`config.mk`:
```
export PLATFORM = sky130hd
export DESIGN_NAME = modinv_flat
export DESIGN_NICKNAME = d
export VERILOG_FILES = /design/src/rtl/modinv_if.sv /design/src/rtl/modinv.sv /design/src/flat_wrapper.sv
export SDC_FILE = /design/constraint.sdc
export NUM_CORES = 1
export LEC_CHECK = 0
export BUFFER_PORTS_ARGS = -buffer_cell sky130_fd_sc_hd__buf_2
export CORE_ASPECT_RATIO = 1.5
export CORE_MARGIN = 4
export CORE_UTILIZATION = 65
export CTS_CLUSTER_DIAMETER = 40
export CTS_CLUSTER_SIZE = 16
export DETAILED_ROUTE_END_ITERATION = 8
export GPL_TIMING_DRIVEN = 0
export PLACE_DENSITY_LB_ADDON = 0.2
export SLEW_MARGIN = 20
export SYNTH_ARGS = -nofsm -noshare
export SYNTH_HDL_FRONTEND = slang
export SYNTH_SLANG_ARGS = --single-unit
```
`constraint.sdc`:
```
create_clock -name clk -period 10.6 [get_ports clk]
set_input_delay 1.06 -clock clk [delete_from_list [all_inputs] [get_ports clk]]
set_output_delay 1.06 -clock clk [all_outputs]
set_load 0.02 [all_outputs]
```
`src/rtl/modinv_if.sv`:
```
// modinv_if: valid/ready bus around the modinv block.
// master = operand source / result sink; slave = modinv. err only with MODINV_ERR_EN.
interface modinv_if #(
  parameter int W = 5
);
  logic         in_valid;
  logic         in_ready;
  logic [W-1:0] a;
  logic         out_valid;
  logic         out_ready;
  logic [W-1:0] m;
`ifdef MODINV_ERR_EN
  logic         err;

  modport master (
    output in_valid, a, out_ready,
    input  in_ready, out_valid, m, err
  );
  modport slave (
    input  in_valid, a, out_ready,
    output in_ready, out_valid, m, err
  );
`else
  modport master (
    output in_valid, a, out_ready,
    input  in_ready, out_valid, m
  );
  modport slave (
    input  in_valid, a, out_ready,
    output in_ready, out_valid, m
  );
`endif
endinterface

```
`src/rtl/modinv.sv`:
```
// modinv: sequential modular inverse m = a^(P-2) mod P, square-and-multiply, one product/cycle.
// Ports: clk, reset (sync, active-low), bus (modinv_if.slave). Option macro: MODINV_ERR_EN (err port).
module modinv #(
  parameter int W = 5,
  parameter int P = 29
) (
  input  logic       clk,
  input  logic       reset,
  modinv_if.slave    bus
);

  localparam int IW = (W > 1) ? $clog2(W) : 1;
  localparam logic [W-1:0]   E  = W'(P - 2);
  localparam logic [2*W-1:0] PW = (2*W)'(P);

  typedef enum logic [1:0] {
    IDLE,
    SQR,
    MUL,
    DONE
  } state_t;

  state_t        st;
  logic [W-1:0]  acc;
  logic [W-1:0]  a_r;
  logic [IW-1:0] i;
  logic [W-1:0]  m_r;
  logic          ov;

  logic [2*W-1:0] acc_x;
  logic [2*W-1:0] ar_x;
  logic [2*W-1:0] in_x;
  logic [W-1:0]   sq;
  logic [W-1:0]   mu;
  logic [W-1:0]   a_red;

  function automatic logic [W-1:0] modp(
    input logic [2*W-1:0] x
  );
    return W'(x % PW);
  endfunction

  always_comb begin
    acc_x = {{W{1'b0}}, acc};
    ar_x  = {{W{1'b0}}, a_r};
    in_x  = {{W{1'b0}}, bus.a};
    sq    = modp(acc_x * acc_x);
    mu    = modp(acc_x * ar_x);
    a_red = modp(in_x);
  end

  assign bus.in_ready  = (st == IDLE) && reset;
  assign bus.out_valid = ov;
  assign bus.m         = m_r;

`ifdef MODINV_ERR_EN
  logic err_r;
  assign bus.err = err_r;
`endif

  always_ff @(posedge clk) begin
    if (!reset) begin
      st  <= IDLE;
      acc <= W'(1);
      a_r <= '0;
      i   <= '0;
      m_r <= '0;
      ov  <= 1'b0;
`ifdef MODINV_ERR_EN
      err_r <= 1'b0;
`endif
    end else begin
      unique case (st)
        IDLE: begin
          if (bus.in_valid) begin
            a_r <= a_red;
            acc <= W'(1);
            i   <= IW'(W - 1);
            st  <= SQR;
          end
        end
        SQR: begin
          acc <= sq;
          if (E[i]) begin
            st <= MUL;
          end else if (i != '0) begin
            i <= i - 1'b1;
          end else begin
            st  <= DONE;
            ov  <= 1'b1;
            m_r <= sq;
`ifdef MODINV_ERR_EN
            err_r <= (a_r == '0);
`endif
          end
        end
        MUL: begin
          acc <= mu;
          if (i != '0) begin
            i  <= i - 1'b1;
            st <= SQR;
          end else begin
            st  <= DONE;
            ov  <= 1'b1;
            m_r <= mu;
`ifdef MODINV_ERR_EN
            err_r <= (a_r == '0);
`endif
          end
        end
        DONE: begin
          if (bus.out_ready) begin
            st <= IDLE;
            ov <= 1'b0;
`ifdef MODINV_ERR_EN
            err_r <= 1'b0;
`endif
          end
        end
        default: st <= IDLE;
      endcase
    end
  end

endmodule

```
`src/flat_wrapper.sv`:
```
// flat-port wrapper written by rule: the top's interface ports become plain ports
module modinv_flat 
#(
  parameter int W = 5,
  parameter int P = 29
)
  (clk, reset, bus_in_valid, bus_a, bus_out_ready, bus_in_ready, bus_out_valid, bus_m);
  modinv_if #(.W(W)) bus_i ();
  input  logic clk;
  input  logic reset;
  input wire logic [$bits(bus_i.in_valid)-1:0] bus_in_valid;
  input wire logic [$bits(bus_i.a)-1:0] bus_a;
  input wire logic [$bits(bus_i.out_ready)-1:0] bus_out_ready;
  output wire logic [$bits(bus_i.in_ready)-1:0] bus_in_ready;
  output wire logic [$bits(bus_i.out_valid)-1:0] bus_out_valid;
  output wire logic [$bits(bus_i.m)-1:0] bus_m;
  assign bus_i.in_valid = bus_in_valid;
  assign bus_i.a = bus_a;
  assign bus_i.out_ready = bus_out_ready;
  assign bus_in_ready = bus_i.in_ready;
  assign bus_out_valid = bus_i.out_valid;
  assign bus_m = bus_i.m;
  modinv #(.W(W), .P(P)) u_core (.clk(clk), .reset(reset), .bus(bus_i));
endmodule
```
# Yosys cells after proc, flatten, opt, wreduce, memory -nomap -nowiden
# Memories as Yosys holds them, arrays and structs flattened. A register that Yosys moved wholly into a read port is not among the register bits.
# Cells that the tools add are included.
# op_classes
n_lt_le_gt_ge,1
mux,23
bitwise,0
n_shift,0
add_sub_neg,1
n_mul,2
eq_ne,9
n_div,3
n_reduce_logical,12
# op_table
op,n
10-bit by 5-bit modulo with 10-bit output (second input constant),2
5-bit by 5-bit multiplier with 10-bit output,2
5-bit two-way mux,4
3-bit two-way mux,5
5-bit case mux with 3 select lines,1
5-bit by 5-bit modulo with 10-bit output (second input constant),1
2-bit two-way mux,5
2-bit != test (second input constant),5
5-bit case mux with 2 select lines,1
3-bit case mux with 3 select lines,1
3-bit AND reduction,3
3-bit nonzero test,3
2-bit case mux with 4 select lines,1
2-bit == test (second input constant),2
3-bit by 4-bit < comparator with 1-bit output (second input constant),1
1-bit two-way mux,4
2-bit AND reduction,2
4-bit AND reduction,1
3-bit by 2-bit != test with 1-bit output (second input constant),1
1-bit case mux with 3 select lines,1
3-bit by 1-bit subtractor with 3-bit output (second input constant),1
2-bit by 1-bit == test with 1-bit output (second input constant),1
2-bit zero test,1
2-bit nonzero test,1
1-bit logical AND,1
# totals
output_inout_bits,7
romBits,8
memories,1
in_bits,9
elab_cells,58
ff_bits,21
ram_bits,0
latch_bits,0
# mem_list
name,depth,width,read_ports,rd_ports_with_merged_regs,wr,line_no,source
(name not given),8,1,1,1,0,modinv.sv:84,if (E[i]) begin

# Depth between registers and ports, before layout
# depth
word_depth,6
ltp_mapped,32
ltp_nobuf,29

# Least setup slack after synthesis
# OpenSTA, ideal clock, no wires.
# synth_path
path_type,register -> register
startpoint,register u_core.acc[1]
endpoint,register u_core.acc[1]
slack_ns,3.059
n_path_buf,1
t_arrival_ns,7.455
synth_period_minus_slack_ns,7.541
stages_incl_launch_ff,31
t_required_ns,10.514
setup_time_ns,0.086
cell_sequence,dfxtp_1 > clkbuf_1 > nand2_1 > fa_1 > fa_1 > inv_1 > ha_1 > a31o_2 > ha_1 > o21a_1 > o2bb2ai_2 > mux2i_4 > o211ai_1 > a221o_2 > nor3_4 > o21ai_0 > o21ai_0 > ha_1 > a21boi_0 > a21oi_1 > o31ai_2 > o21ai_2 > mux2_4 > a21oi_2 > ha_1 > inv_1 > o211ai_2 > o31ai_4 > mux2i_1 > a22oi_1 > a211oi_1
# synth_between
elab_chain_cells,3
elab_cells_between_ends,5
classes_between,mul (2); div (2); mux (1)
# synth_rtl
item,line_no,source
"start, declared",modinv.sv:24,logic [W-1:0] acc;
"start signal, assigned",modinv.sv:83,acc <= sq;
"start signal, assigned",modinv.sv:98,acc <= mu;
5-bit by 5-bit multiplier with 10-bit output (on tied branches),"modinv.sv:48, modinv.sv:47",
10-bit by 5-bit modulo with 10-bit output,modinv.sv:40,return W'(x % PW);
5-bit case mux with 3 select lines *,modinv.sv:73,unique case (st)
# Every way passes the cells marked *; elsewhere a longest branch is shown, timed or not.
# A chain may end at the register's enable or synchronous reset.

# Final worst setup path
# layout_path
startpoint,register u_core.acc[3]
endpoint,register u_core.acc[1]
# Same word-level chain as after synthesis.

==> run summary <==
status: complete, no violations
Yosys top cell area share: 11.0%
CP Capture Type: flop
PostCTS Resize Cnt: 0
DR WL met2: 6.71 mm
Hold Crit Class: flop to flop
HP Start: u_core.bus.out_valid
hold endpoint: u_core.bus.out_valid
fin crit share: 83.5%
H-Tree Depth: 1
PortBufs: 15
Finish-stage setup viols: 0
Yosys Warn Count: 0
I/O Pins: 16
Final Hold Fails: 0
Initial Utilization: 66.4%
most common cell after layout, fill and taps aside: nand2_1
DR vias: 5279
Slew Viols, Final: 0
Setup CP Type: flop to flop
R2R Path Start: u_core.acc[3]
Num CTS Buffers: 3
area of the multi-input gates: 0.00426 mm2
CP max-delay cell: fa_1
Chip Width: 79.8 um
antenna violations before repair: 0
vias in the first global route: 5054
Worst EP arrival: 9.03 ns
total chip power: 0.000495 W
Total Wirelength: 12.8 mm
largest net degree at the start of global routing: 13
global-route wire length before repair: 22.0 mm
Routed met1 length: 5.07 mm
CP max stage delay: 0.52 ns
Root Buffer: clkbuf_16
Worst setup SP type: flop
Critical Path Fanout Max: 10
1st-pass router iterations: 6
Antenna Violating Nets Remaining: 0
Buf/Inv on CP: 3
Power Density: 93.1 mW/mm2
Filler cells: 665
antenna cells: 0
# Post-CTS Setup Buffers: 0
Top delay family on crit path: compound AO/OA/AOI/OAI gates
EDFF count, synth: 0
maximum clock rate: 113 MHz
Synth area leader: ha_1
leakage power total: 2.28 nW
worst hold stages: 2
row cnt: 39
Post-Syn Area: 0.00502 mm2
ys flop type: dfxtp_1
Core Area: 0.00756 mm2
clock tree buffer depth: 2
GPL Wtd Cong: 0.950
Reg2Reg Capture Point: u_core.acc[1]
wire per inst: 16.1 um
Mapped Cells: 674
Worst Max-Slew Pin Slew: 0.718 ns
Area contributors post-synth: ha_1 (11%), dfxtp_1 (8.8%), nand2_1 (4.4%)
Residual DRC: 0
Yosys reg bits: 22
vias per cell: 6.64
Synth Area per Inst: 7.45 um2
First DRT Iteration DRCs: 378
gr usage total: 28.4%
relative slew slack: 51.8%
uppermost layer routed: met4
worst r2r path cells: 30
most frequent cells in the layout: nand2_1 (59), nor2_1 (55), ha_1 (44), inv_1 (40), a21oi_1 (39)
Clock Sinks: 22
ys async rst share: 0%
Worst Path Required: 10.78 ns
clock skew: 0.00140 ns
MaxCap Viol Count: 0
syn nets: 738
chip height: 116 um
DR WL met3: 404 um
synth unique cells: 107
area delta synth->final: 5.81%
crit-path most repeated cell: ha_1
CTS tree: yes
FF-to-FF setup slack: 1.75 ns
Hold-fix buffers, CTS: 0
layout cells sized above 1: 13.6%
Worst-Skew Late Latency: 0.26 ns
gr ovfl total: 0
register area: 440 um2
DIE AREA: 0.00922 mm2
RSZ-0062 raised after global routing: false
Peak VDD IR: 108 uV
crit path time final: 8.85 ns
sequential fraction of the synthesis area: 8.77%
sum of negative setup slack: 0 ns
Final HPWL DP: 10.3 mm
clock-pin slew on the worst setup and hold paths: 0.06 ns
# nets final: 758
[how the worst max path moves through the flow]
stage | from | to | slack, ns | cells after the start
global route | u_core.acc[1] | u_core.acc[1] | 1.25 | 30
floorplan | u_core.acc[1] | u_core.acc[1] | 3.06 | 30
global placement | u_core.acc[3] | u_core.acc[1] | 2.11 | 30
detailed placement | u_core.acc[1] | u_core.acc[1] | 1.91 | 30
finish | u_core.acc[3] | u_core.acc[1] | 1.75 | 30
CTS | u_core.acc[1] | u_core.acc[1] | 1.81 | 30
[logic make-up after synthesis]
family / Yosys count / synth area share, %
fa+ha+maj: 56 / 15.5
mux: 15 / 3.54
compound gates: 216 / 32.2
flops: 22 / 8.77
xor+xnor: 21 / 3.66
simple gates: 276 / 29.8
buf+inv: 68 / 6.48
[through the flow]
step / instances / area [um2] / hold WS (ns) / worst slack [ns] / utilization (%)
floorplan: 674 / 5020 / 0.462 / 3.06 / -
global placement: 791 / 5220 / 0.482 / 2.11 / 69.1
detailed placement: 791 / 5220 / 0.524 / 1.91 / 69.1
CTS: 795 / 5310 / 0.535 / 1.81 / 70.2
global route: 795 / 5310 / 0.556 / 1.25 / 70.2
finish: 795 / 5310 / 0.534 / 1.75 / 70.2
[synth_stat cells, types with 8 or more instances]
master / number
nand2_1: 59
nor2_1: 55
ha_1: 44
inv_1: 40
a21oi_1: 39
o21ai_0: 35
and2_1: 30
nand3_1: 27
dfxtp_1: 22
xnor2_1: 15
a211oi_1: 14
nor3_1: 14
o211ai_1: 14
a31oi_1: 13
clkbuf_1: 11
fa_1: 11
nand2b_1: 10
nand4_1: 10
buf_2: 9
mux2i_1: 8
o31ai_1: 8
or3_1: 8
[power breakdown]
group | switching, W | leakage [nW] | total, W | internal (W)
Clock | 0.0000322 | 0.0442 | 0.0000899 | 0.0000577
Combinational | 0.000180 | 2.06 | 0.000281 | 0.000101
Sequential | 0.0000195 | 0.180 | 0.000123 | 0.000104
Total | 0.000232 | 2.28 | 0.000495 | 0.000263
[metal layers]
| layer | vias to the layer above | GRT usage, % |
|---|---|---|
| li1 | 2575 | - |
| met1 | 2469 | 31.4 |
| met2 | 185 | 54.0 |
| met3 | 50 | 2.41 |
| met4 | 0 | 13.3 |
| met5 | - | 0 |
[sequential cells by signal (all words and copies together), names as in the netlist, named ones only]
| register | flops |
|---|---|
| u_core.a_r | 5 |
| u_core.acc | 5 |
| u_core.bus.m | 5 |
| u_core.bus.out_valid | 1 |
| u_core.i | 3 |
| u_core.st | 2 |
[cell type report]
| type | count | share of cell area [%] |
|---|---|---|
| inverter | 41 | 2.90 |
| tap | 102 | 2.40 |
| buffer | 27 | 3.23 |
| sequential | 22 | 8.29 |
| clock buffer | 4 | 1.67 |
| timing repair buffer | 15 | 1.41 |
| multi-input combinational | 584 | 80.1 |
[worst min-delay path, cell delays in order, from the launching register on]
cell and delay [ns]:
dfxtp_1 0.34, nand2_1 0.08, a211oi_1 0.07
Power figures use the tool's default switching activity.
